--- config.mk ---
export PLATFORM = sky130hd
export DESIGN_NAME = fifo_rd_fwft
export DESIGN_NICKNAME = d
export VERILOG_FILES = /design/src/rtl/fifo_rd_fwft_pkg.sv /design/src/rtl/fifo_rd_fwft_gray2bin.sv /design/src/rtl/fifo_rd_fwft.sv
export SDC_FILE = /design/constraint.sdc
export NUM_CORES = 1
export LEC_CHECK = 0
export BUFFER_PORTS_ARGS = -buffer_cell sky130_fd_sc_hd__buf_4
export CAP_MARGIN = 30
export CORE_UTILIZATION = 47
export DETAILED_ROUTE_END_ITERATION = 10
export HOLD_SLACK_MARGIN = 0.15
export MAX_ROUTING_LAYER = met4
export PLACE_DENSITY = 0.75
export SLEW_MARGIN = 5
export SYNTH_ARGS = -nofsm -noshare
export SYNTH_HDL_FRONTEND = slang
export SYNTH_HIERARCHICAL = 1
export SYNTH_SLANG_ARGS = --single-unit
export TNS_END_PERCENT = 20
--- constraint.sdc ---
create_clock -name r_clk -period 3.5 [get_ports r_clk]
set_clock_uncertainty 0.2 [all_clocks]
set_input_delay 0.175 -clock r_clk [delete_from_list [all_inputs] [get_ports r_clk]]
set_output_delay 0.175 -clock r_clk [all_outputs]
set_load 0.005 [all_outputs]
--- src/rtl/fifo_rd_fwft_pkg.sv ---
// Gray-code helpers shared by the read and write pointer stages of the async FIFO.
// Functions work on zero-extended 32-bit words so one definition serves any pointer width.
package fifo_rd_fwft_pkg;

  localparam int unsigned PTR_MAX = 32;

  typedef logic [PTR_MAX-1:0] ptr_word_t;

  function automatic ptr_word_t bin2gray(input ptr_word_t bin);
    return bin ^ (bin >> 1);
  endfunction

  // Upper zero bits contribute nothing to the prefix XOR, so narrower codes decode correctly.
  function automatic ptr_word_t gray2bin(input ptr_word_t gray);
    ptr_word_t bin;
    bin[PTR_MAX-1] = gray[PTR_MAX-1];
    for (int i = PTR_MAX - 2; i >= 0; i--) begin
      bin[i] = bin[i+1] ^ gray[i];
    end
    return bin;
  endfunction

endpackage

--- src/rtl/fifo_rd_fwft_gray2bin.sv ---
// Gray-to-binary decoder: each binary bit is the XOR of all gray bits at or above it.
module gray2bin #(
  parameter int N = 4
) (
  input  logic [N-1:0] gray,
  output logic [N-1:0] bin
);

  for (genvar i = 0; i < N; i++) begin : g_bit
    assign bin[i] = ^gray[N-1:i];
  end

endmodule

--- src/rtl/fifo_rd_fwft.sv ---
// Read-domain controller of the async FIFO: read pointer, gray pointer for the write-side
// synchroniser, first-word-fall-through output register, and read-side occupancy flags.
module fifo_rd_fwft
  import fifo_rd_fwft_pkg::*;
#(
  parameter int P_SIZE    = 4,
  parameter int D_SIZE    = 8,
  parameter int AE_THRESH = 1
) (
  input  logic              r_clk,
  input  logic              r_rstn,
  input  logic [P_SIZE-1:0] sync_wr_ptr,
  input  logic [D_SIZE-1:0] r_data,
  input  logic              out_ready,
  output logic [P_SIZE-2:0] r_addr,
  output logic [P_SIZE-1:0] gray_rd_ptr,
  output logic [D_SIZE-1:0] out_data,
  output logic              out_valid,
  output logic              empty,
  output logic [P_SIZE-1:0] r_level,
  output logic              almost_empty
);

  localparam logic [P_SIZE-1:0] AE_LIMIT = P_SIZE'(AE_THRESH);

  logic [P_SIZE-1:0] r_ptr;
  logic [P_SIZE-1:0] r_ptr_next;
  logic [P_SIZE-1:0] gray_next;
  logic [P_SIZE-1:0] wr_bin;
  logic [P_SIZE-1:0] level_next;
  logic              ae_next;
  logic              pop;

  gray2bin #(.N(P_SIZE)) u_wr_decode (
    .gray (sync_wr_ptr),
    .bin  (wr_bin)
  );

  // Comparing gray codes directly avoids decoding the synchronised pointer on the flag path.
  assign empty  = (gray_rd_ptr == sync_wr_ptr);
  assign pop    = !empty && (!out_valid || out_ready);
  assign r_addr = r_ptr[P_SIZE-2:0];

  // NOTE: every signal gets a value on every pass through this block, so no latch is inferred.
  always_comb begin
    r_ptr_next = r_ptr + {{(P_SIZE-1){1'b0}}, pop};
    gray_next  = P_SIZE'(bin2gray(ptr_word_t'(r_ptr_next)));
    level_next = wr_bin - r_ptr_next;
    ae_next    = (level_next <= AE_LIMIT);
  end

  // NOTE: non-blocking assignments make every register sample pre-edge values, whatever the order.
  always_ff @(posedge r_clk or negedge r_rstn) begin
    if (!r_rstn) begin
      r_ptr       <= '0;
      gray_rd_ptr <= '0;
    end else begin
      r_ptr       <= r_ptr_next;
      gray_rd_ptr <= gray_next;
    end
  end

  // A pop both consumes the current word (if any) and refills the register in the same edge.
  always_ff @(posedge r_clk or negedge r_rstn) begin
    if (!r_rstn) begin
      out_data  <= '0;
      out_valid <= 1'b0;
    end else if (pop) begin
      out_data  <= r_data;
      out_valid <= 1'b1;
    end else if (out_ready) begin
      out_valid <= 1'b0;
    end
  end

  always_ff @(posedge r_clk or negedge r_rstn) begin
    if (!r_rstn) begin
      r_level      <= '0;
      almost_empty <= 1'b1;
    end else begin
      r_level      <= level_next;
      almost_empty <= ae_next;
    end
  end

endmodule
==> impl_results.md, run 1 <==
- Routed WL: 1.88 mm
- Gp weighted congestion: 0.880
- Post-synth cell types: 23
- CTS H-tree lvls: 1
- Placed cell areas: 1300 sq um
- Clock group share of total power: 9.7%
- Synthesis-stage register bit count: 21
- Most frequent cell after synthesis: dfrtp_1
- Largest net degree at the start of global routing: 21
- Core ar.: 1980 sq um
- Clock root cell: clkbuf_4
- Final instance area: 1430 sq um
- PD cells: 816 nW/um^2
- Outcome: complete, no violations
- Fin nets: 141
- I/O pin cnt: 37
- First-pass GRT wire length: 2.72 mm
- Die width: 48.2 um
- VDD IR-drop max: 0.645 mV
- Vias per Instance: 4.56
- FF-to-FF path depth: 10
- Critical Path End Type: flop
- TritonCTS clock tree: yes
- HP Class: input port to asynchronous set/reset pin
- Post-DR wirelength/cell: 12.8 um
- Layout fillers: 146
- Violation count after the first detailed-routing iteration: 5
- Via count: 671
- Syn Area/Cell: 14.3 sq um
- Rel. slew slack: 41.7%
- Register area share after synthesis: 52.6%
- Area of the multi-input gates: 444 sq um
- P_int: 0.756 mW
- Period minus WS final: 2.85 ns
- Storage element area: 527 sq um
- Synth cell count leaders: 20 x dfrtp_1, 7 x xnor2_1, 7 x xor2_1, 6 x inv_1
- EDFF count, synth: 0
- Endpoints failing setup: 0
- Pleak: 0.691 nW
- Top cells by area, synth: dfrtp_1 50%, ha_1 6.3%, xnor2_1 6.1%, xor2_1 6.1%, mux2_2 5.6%
- Area share of the largest cell type after synthesis: 50.0%
- Net Sw Frac: 35.4%
- DRC: 0
- Share of cells above drive strength 1: 44.2%
- Post-synth top area cell: dfrtp_1
- RSZ-0062 raised after global routing: false
- Antenna Cells: 0
- PostCTS Resize Cnt: 0
- Die Y: 48.2 um
- GRT overflow: 0
- Netlist Area Pre-Place: 1000 sq um
- DRT antenna net count: 0
- Die Area: 2320 sq um
- CP required: 3.51 ns
- Type of the worst setup path: flop to flop
- Clk slew on worst S/H paths: 0.11 ns
- Vias in the first global route: 637
- CTS Hold Bufs: 11
- # rows: 16
- Syn Nets: 90
- Count of clock tree sinks: 21
- Max Cap Viol: 0
- Area grow syn2layout: 43.3%
- Worst Setup Start Kind: flop
- Worst EP arrival: 2.86 ns
- Final Hold Fails: 0
- Final Slew Violations: 0
- Post-Syn Instances: 70
- Fmax: 350 MHz
- Fin crit share: 81.6%
- Initial antenna violation count: 0
- Initial Utilization: 50.5%
- Yosys warnings: 6
- FFs w/ async S/R, synth: 100%
- Maximum clock path buffer count: 2
- DP HPWL: 1.28 mm
- Switching power total: 0.415 mW
- Worst-Margin Slew: 0.871 ns
- Main synth FF type: dfrtp_1
- Cts bufs inserted: 3
- Post-CTS setup buffers: 0
- Max FO, Critical Path: 9
- Flop pwr share: 35.6%
- TritonRoute pass-1 iters: 4
- Total track usage: 18.3%
- Setup TNS: 0 ns
- Clock Latency Late Sink: 0.30 ns
- # port buffers: 36
- Logic pwr share: 54.7%
- Core Util, Final: 72.3%
==> cells by family after synthesis <==
logic type,after synthesis,share of synthesized area [%]
simple gates,8,6.37
mux,8,10.1
buf+inv,7,3.00
flops,21,52.6
fa+ha+maj,5,6.25
compound gates,4,3.75
xor+xnor,17,17.9
==> final cells by class <==
type | instances | share of cell area (%)
well taps | 27 | 2.36
inverters | 6 | 1.57
multi-input cells | 42 | 31.0
repair buffers | 47 | 26.5
flip-flops and latches | 21 | 36.7
clock buffers | 4 | 1.83
==> sequential cells by signal, indices dropped and copies added (netlist names) <==
name          count
out_data          8
gray_rd_ptr       4
out_valid         1
almost_empty      1
r_level           4
r_ptr             3
==> final timing paths <==
| check | to | slack, ns | from |
|---|---|---|---|
| max in group asynchronous | r_level[2] | 1.67 | r_rstn |
| min in group r_clk | out_valid | 0.19 | sync_wr_ptr[0] |
| min | almost_empty | 0.16 | r_rstn |
| min reg2reg | out_data[1] | 0.32 | out_data[1] |
| max | almost_empty | 0.65 | gray_rd_ptr[3] |
| max reg2reg | almost_empty | 0.65 | gray_rd_ptr[3] |
==> power groups by stage <==
stage,sequential [mW],clock [mW],combinational [mW]
after global routing,0.428,0.127,0.717
after global placement,0.419,0,0.625
after CTS,0.417,0.118,0.652
after detailed placement,0.421,0,0.632
after floorplan,0.427,0,0.388
final,0.416,0.114,0.641
==> critical path, stage by stage (launching register included) <==
cell     delay (ns)
dfrtp_1        0.43
xor2_1         0.25
nor4_4         0.09
a21oi_4        0.33
ha_1           0.27
ha_1           0.30
xnor2_1        0.24
ha_1           0.18
nor2_1         0.05
xor2_1         0.18
nor4_2         0.26
==> layer usage <==
layer  track usage [%]  wire (um)  up-vias
li1                  -          -      328
met1              21.9        816      322
met2              30.7        968       19
met3              2.22         84        2
met4              8.33         13        0
met5                 -          0        -
==> through the flow <==
| step | worst slack (ns) | hold slack, ns | std cells | total power, mW |
|---|---|---|---|---|
| 4_1_cts | 0.607 | 0.150 | 147 | 1.19 |
| 5_1_grt | 0.428 | 0.168 | 147 | 1.27 |
| 3_5_place_dp | 0.667 | -0.126 | 132 | 1.05 |
| 6_report | 0.645 | 0.165 | 147 | 1.17 |
| 2_1_floorplan | 0.795 | -0.321 | 70 | 0.815 |
| 3_3_place_gp | 0.681 | -0.131 | 132 | 1.04 |
==> layout by cell type (no fill, tap or decap), drive strengths merged, types with 2 or more instances in the layout <==
cell type | synthesis | layout
xnor2 | 8 | 8
buf | 1 | 36
mux2 | 8 | 8
inv | 6 | 6
xor2 | 8 | 8
nor4 | 2 | 2
dlygate4sd3 | 0 | 11
dfrtp | 20 | 20
ha | 5 | 5
clkbuf | 0 | 4
nor2 | 2 | 2
Note: power is estimated with default switching activity, not from simulation.
==> run 2: changes to the inputs <==
--- a/config.mk
+++ b/config.mk
@@ -7,11 +7,11 @@
 export LEC_CHECK = 0
 export BUFFER_PORTS_ARGS = -buffer_cell sky130_fd_sc_hd__buf_4
 export CAP_MARGIN = 30
-export CORE_UTILIZATION = 47
+export CORE_UTILIZATION = 43
 export DETAILED_ROUTE_END_ITERATION = 10
 export HOLD_SLACK_MARGIN = 0.15
 export MAX_ROUTING_LAYER = met4
-export PLACE_DENSITY = 0.75
+export PLACE_DENSITY = 0.72
 export SLEW_MARGIN = 5
 export SYNTH_ARGS = -nofsm -noshare
 export SYNTH_HDL_FRONTEND = slang
==> constraint.sdc (replaced) <==
create_clock -name r_clk -period 2.4 [get_ports r_clk]
set_clock_uncertainty 0.2 [all_clocks]
set_input_delay 0.12 -clock r_clk [delete_from_list [all_inputs] [get_ports r_clk]]
set_output_delay 0.12 -clock r_clk [all_outputs]
set_load 0.005 [all_outputs]
==> impl_results.md, run 2 (synthesis results as in run 1) <==
- Share of cells above drive strength 1: 51.1% (+7.0 points)
- Max Cap Viol: 0 (unchanged)
- Count of clock tree sinks: 21 (unchanged)
- Pleak: 0.764 nW (+11%)
- PnR worst setup slack: -0.0763 ns (-0.722 ns)
- Cts bufs inserted: 3 (unchanged)
- Routed WL: 2.22 mm (+18%)
- Type of the worst setup path: flop to flop
- Placed cell areas: 1410 sq um (+8.6%)
- CTS H-tree lvls: 1 (unchanged)
- Fin crit share: 103% (+22 points)
- P_int: 1.27 mW (+68%)
- Core Util, Final: 72.8% (+0.45 points)
- Vias per Instance: 4.60 (+0.83%)
- Reg with most FFs: out_data
- Worst Path Buf+Inv: 0 (unchanged)
- Outcome: finished, violations left
- Commonest non-fill, non-tap cell in the layout: buf_4
- Setup TNS: -0.144 ns (-0.144 ns)
- DRT antenna net count: 0 (unchanged)
- Final hold slack: 0.161 ns (-0.00324 ns)
- Antenna Cells: 0 (unchanged)
- HP Class: input port to flop
- Worst r2r src: gray_rd_ptr[2]
- Flop pwr share: 31.8% (-3.8 points)
- Most frequent cells in the layout: 44 x buf_4, 20 x dfrtp_1, 15 x dlygate4sd3_1
- Crit-path leading delay family: adder cells
- Area grow syn2layout: 60.9%
- I/O pin cnt: 37 (unchanged)
- # port buffers: 36 (unchanged)
- FF-to-FF path depth: 10 (unchanged)
- Worst path max stage delay: 0.41 ns (-0.02 ns)
- Largest net degree at the start of global routing: 21 (unchanged)
- Worst Hold Path EP: r_level[2]
- FF-to-FF End: almost_empty
- Final Slew Violations: 0 (unchanged)
- First-pass GRT wire length: 3.88 mm (+43%)
- Endpoints failing setup: 2 (+2)
- Worst EP arrival: 2.51 ns (-0.35 ns)
- Clk slew on worst S/H paths: 0.12 ns (about the same)
- Max FO, Critical Path: 3 (-6)
- Fmax: 404 MHz (+15%)
- Core ar.: 2210 sq um (+12%)
- Clock Latency Late Sink: 0.32 ns (+0.02 ns)
- Gp weighted congestion: 0.800 (-9.1%)
- CP required: 2.44 ns (-1.07 ns)
- R2r setup slk: -0.08 ns (-0.72 ns)
- DP HPWL: 1.53 mm (+20%)
- Post-DR wirelength/cell: 13.8 um (+7.9%)
- Maximum clock path buffer count: 2 (unchanged)
- Initial Utilization: 45.2% (-5.3 points)
- PD cells: 1220 nW/um^2 (+49%)
- Hold Startpoint: sync_wr_ptr[2]
- DRC: 0 (unchanged)
- Final Hold Fails: 0 (unchanged)
- Total track usage: 22.5% (+4.2 points)
- Die width: 50.2 um (+4.4%)
- Via count: 741 (+10%)
- Worst Setup Start Kind: flop
- Logic pwr share: 59.2% (+4.5 points)
- Vias in the first global route: 825 (+30%)
- Net Sw Frac: 35.4% (-0.073 points)
- Dpl cells: 141 (+6.8%)
- Critical Path End Type: flop
- Crit-path slowest cell: dfrtp_1
- Initial antenna violation count: 0 (unchanged)
- Crit-path cells: xor2_1 -> nor4_4 -> a21oi_4 -> ha_4 -> ha_4 -> xnor2_2 -> ha_1 -> nor2_1 -> xor2_1 -> nor4_2
- TritonCTS clock tree: yes
- RSZ-0062 raised after global routing: true
- TritonRoute pass-1 iters: 3 (-1)
- Final instance area: 1610 sq um (+12%)
- Biggest regs: out_data: 8 flops, gray_rd_ptr: 4 flops, r_level: 4 flops
- Worst-Margin Slew: 0.385 ns (-0.486 ns)
- Violation count after the first detailed-routing iteration: 1 (-4)
- Die Y: 50.2 um (+4.4%)
- Die Area: 2520 sq um (+8.9%)
- # rows: 17 (+1)
- Failing checks: negative setup slack
- Switching power total: 0.694 mW (+67%)
- GRT overflow: 0 (unchanged)
- VDD IR-drop max: 0.891 mV (+38%)
- Filler-free cell count of the finished design: 161 (+9.5%)
- Clock root cell: clkbuf_4
- Fin nets: 154 (+9.2%)
- Rel. slew slack: 74.3% (+33 points)
- Max reg flops: 8 (unchanged)
- Clock group share of total power: 9.0% (-0.7 points)
- Period minus WS final: 2.48 ns (-0.378 ns)
- WHS Path Cells: 4
==> run 2: how the worst max path moves through the flow <==
stage | start | depth (start not counted) | to
after floorplan | gray_rd_ptr[2] | 10 | almost_empty
after global placement | gray_rd_ptr[1] | 9 | r_level[3]
after detailed placement | gray_rd_ptr[2] | 10 | almost_empty
after CTS | gray_rd_ptr[0] | 10 | almost_empty
after global routing | gray_rd_ptr[2] | 10 | almost_empty
final | gray_rd_ptr[2] | 10 | almost_empty
==> run 2: area by class of cell <==
type | instances | area, sq um
clock buffer | 4 | 26.3
sequential | 21 | 527
multi-input combinational | 42 | 504
timing repair buffer | 60 | 495
inverter | 6 | 22.5
tap | 28 | 35.0
fill | 167 | 602
==> run 2: power groups by stage <==
stage	clock (mW)	sequential [mW]	combinational (mW)
floorplan	0	0.636	0.657
global placement	0	0.623	1.12
detailed placement	0	0.631	1.14
CTS	0.187	0.626	1.17
global route	0.202	0.644	1.28
finish	0.177	0.624	1.16
==> run 2: layer usage <==
layer	track usage [%]	share of wire, %	vias to the layer above
li1	-	-	359
met1	26.2	43	357
met2	37.8	52	20
met3	3.94	3.5	5
met4	10.0	2.1	0
met5	-	0	-
==> run 2: through the flow <==
stage	worst slack (ns)	total power, mW
6_report	-0.0763	1.96
5_1_grt	-0.214	2.13
4_1_cts	-0.108	1.98
3_5_place_dp	-0.113	1.77
3_3_place_gp	-0.0331	1.74
2_1_floorplan	-0.141	1.29
==> run 2: repair_timing <==
| action | in CTS | in global routing |
|---|---|---|
| hold buffers | 15 | 0 |
| setup buffers | 0 | 0 |
| pin swaps | 4 | 1 |
| gates resized for setup | 2 | 0 |
| hold endpoints to repair | 33 | 0 |
| setup endpoints to repair | 2 | 3 |
==> run 2: worst register-to-register path, stage by stage (launching register included) <==
cell,delay (ns)
dfrtp_1,0.41
xor2_1,0.17
nor4_4,0.35
a21oi_4,0.07
ha_4,0.18
ha_4,0.28
xnor2_2,0.12
ha_1,0.17
nor2_1,0.04
xor2_1,0.18
nor4_2,0.22
==> run 3: changes to the inputs <==
--- a/config.mk
+++ b/config.mk
@@ -7,6 +7,7 @@
 export LEC_CHECK = 0
 export BUFFER_PORTS_ARGS = -buffer_cell sky130_fd_sc_hd__buf_4
 export CAP_MARGIN = 30
+export CORE_ASPECT_RATIO = 0.8
 export CORE_UTILIZATION = 43
 export DETAILED_ROUTE_END_ITERATION = 10
 export HOLD_SLACK_MARGIN = 0.15
==> impl_results.md, run 3 (synthesis results as in run 1) <==
- Worst Hold Path EP: r_level[0]
- Worst Setup Start Kind: flop
- DRT antenna net count: 0 (unchanged)
- Core ar.: 2180 sq um (-1.6%)
- Worst-Margin Slew: 0.371 ns (-0.0135 ns)
- First-pass GRT wire length: 3.71 mm (-4.3%)
- FF-to-FF End: r_level[3]
- Via count: 746 (+0.67%)
- Most frequent cells in the layout: 48 x buf_4, 20 x dfrtp_1, 13 x dlygate4sd3_1, 7 x xor2_1
- Max FO, Critical Path: 3 (unchanged)
- Gp weighted congestion: 0.736 (-8.1%)
- # rows: 15 (-2)
- Logic pwr share: 60.4% (+1.2 points)
- Failing checks: negative setup slack
- Net Sw Frac: 35.1% (-0.22 points)
- Violation count after the first detailed-routing iteration: 20 (+19)
- Clock Latency Late Sink: 0.31 ns (about the same)
- Max Cap Viol: 0 (unchanged)
- Fin nets: 156 (+1.3%)
- Rel. slew slack: 75.2% (+0.90 points)
- Share of cells above drive strength 1: 54.1% (+2.9 points)
- PD cells: 1250 nW/um^2 (+2.1%)
- Flop pwr share: 30.9% (-0.9 points)
- Biggest regs: out_data: 8 flops, gray_rd_ptr: 4 flops, r_level: 4 flops
- R2r setup slk: -0.11 ns (-0.03 ns)
- Initial Utilization: 46.0% (+0.73 points)
- VDD IR-drop max: 0.873 mV (-2.0%)
- Routed WL: 2.23 mm (+0.36%)
- TritonRoute pass-1 iters: 4 (+1)
- HP Class: input port to flop
- Worst EP arrival: 2.52 ns (about the same)
- Antenna Cells: 0 (unchanged)
- Clk slew on worst S/H paths: 0.12 ns (about the same)
- Commonest non-fill, non-tap cell in the layout: buf_4
- Period minus WS final: 2.51 ns (+0.0340 ns)
- WHS Path Cells: 6 (+2)
- I/O pin cnt: 37 (unchanged)
- Die Area: 2530 sq um (about the same)
- Area grow syn2layout: 61.4%
- Cts bufs inserted: 3 (unchanged)
- Post-DR wirelength/cell: 14.0 um (+0.99%)
- Die Y: 45.2 um (-10%)
- Count of clock tree sinks: 21 (unchanged)
- Type of the worst setup path: flop to flop
- Maximum clock path buffer count: 2 (unchanged)
- Reg with most FFs: out_data
- DP HPWL: 1.49 mm (-2.4%)
- GRT overflow: 0 (unchanged)
- RSZ-0062 raised after global routing: true
- TritonCTS clock tree: yes
- Largest net degree at the start of global routing: 21 (unchanged)
- DRC: 0 (unchanged)
- Place WS: -0.114 ns (-0.000532 ns)
- Vias per Instance: 4.66 (+1.3%)
- # port buffers: 36 (unchanged)
- Clock group share of total power: 8.7% (-0.3 points)
- Worst r2r src: gray_rd_ptr[2]
- CTS H-tree lvls: 1 (unchanged)
- Fmax: 398 MHz (-1.4%)
- Vias in the first global route: 786 (-4.7%)
- Fin crit share: 105% (+1.4 points)
- P_int: 1.30 mW (+2.8%)
- Total track usage: 21.1% (-1.4 points)
- Max reg flops: 8 (unchanged)
- Outcome: finished, violations left
- Pleak: 0.778 nW (+1.9%)
- Hold Startpoint: sync_wr_ptr[1]
- Die width: 55.9 um (+11%)
- Clock root cell: clkbuf_4
- FF-to-FF path depth: 9 (-1)
- Final Slew Violations: 0 (unchanged)
- Endpoints failing setup: 3 (+1)
- PnR worst setup slack: -0.110 ns (-0.0340 ns)
- Final Hold Fails: 0 (unchanged)
- Initial antenna violation count: 0 (unchanged)
- Core Util, Final: 74.2% (+1.4 points)
- Critical Path End Type: flop
- Switching power total: 0.707 mW (+1.8%)
- CP required: 2.40 ns (-0.04 ns)
run 3: cell count changes in the layout (fill, tap and decap cells not counted):
cell | previous run | this run
nor3_2 | 0 | 1
xor2_1 | 6 | 7
nor3_1 | 1 | 0
buf_4 | 44 | 48
clkinv_2 | 0 | 1
dlygate4sd3_1 | 15 | 13
clkbuf_1 | 1 | 0
xor2_2 | 2 | 1
run 3: power groups by stage:
stage | registers (mW) | logic, mW | clock network [mW]
2_1_floorplan | 0.636 | 0.657 | 0
3_3_place_gp | 0.620 | 1.14 | 0
3_5_place_dp | 0.628 | 1.15 | 0
4_1_cts | 0.620 | 1.21 | 0.184
5_1_grt | 0.639 | 1.33 | 0.196
6_report | 0.621 | 1.22 | 0.175
run 3: layer usage:
| layer | wire length (um) | up-vias | track usage (%) |
|---|---|---|---|
| met4 | 76 | 0 | 11.7 |
| met3 | 126 | 8 | 7.74 |
| met2 | 1120 | 27 | 32.5 |
| met5 | 0 | - | - |
| met1 | 904 | 348 | 24.5 |
| li1 | - | 363 | - |
run 3: final cells by class:
| cell class | count | area [sq um] |
|---|---|---|
| Clock inverter | 1 | 5.00 |
| Multi-Input combinational cell | 42 | 502 |
| Sequential cell | 21 | 527 |
| Timing Repair Buffer | 62 | 505 |
| Inverter | 6 | 22.5 |
| Fill cell | 148 | 562 |
| Tap cell | 25 | 31.3 |
| Clock buffer | 3 | 22.5 |
run 3: worst max path at each step:
stage	start	endpoint	slack (ns)	cells past startpoint
floorplan	gray_rd_ptr[2]	almost_empty	-0.14	10
global placement	gray_rd_ptr[2]	r_level[3]	-0.05	9
detailed placement	gray_rd_ptr[2]	almost_empty	-0.11	10
CTS	gray_rd_ptr[0]	almost_empty	-0.1	10
global route	gray_rd_ptr[2]	almost_empty	-0.22	10
finish	gray_rd_ptr[2]	r_level[3]	-0.11	9
run 3: critical path, stage by stage, from the launching register on:
cell and delay [ns]:
dfrtp_1 0.41, xor2_1 0.17, nor4_4 0.37, a21oi_4 0.07, ha_4 0.19, ha_4 0.22
xnor2_2 0.14, a221oi_2 0.32, nor3_2 0.09, or2_1 0.22
run 3: stage by stage:
stage | std cells | TNS [ns] | hold slack (ns) | total power, mW | area, sq um
after CTS | 158 | -0.174 | 0.153 | 2.01 | 1590
final | 160 | -0.207 | 0.160 | 2.01 | 1620
after global routing | 160 | -0.516 | 0.178 | 2.17 | 1620
after detailed placement | 139 | -0.213 | -0.182 | 1.78 | 1410
after floorplan | 70 | -0.248 | -0.376 | 1.29 | 1050
after global placement | 139 | -0.0863 | -0.180 | 1.76 | 1410
run 3: timing repair:
action / 4_1_cts / 5_1_grt
gates resized for setup: 2 / 0
pin swaps: 6 / 1
hold buffers: 13 / 0
hold endpoints to repair: 32 / 0
endpoints found under the setup margin: 3 / 3
setup buffers: 2 / 1
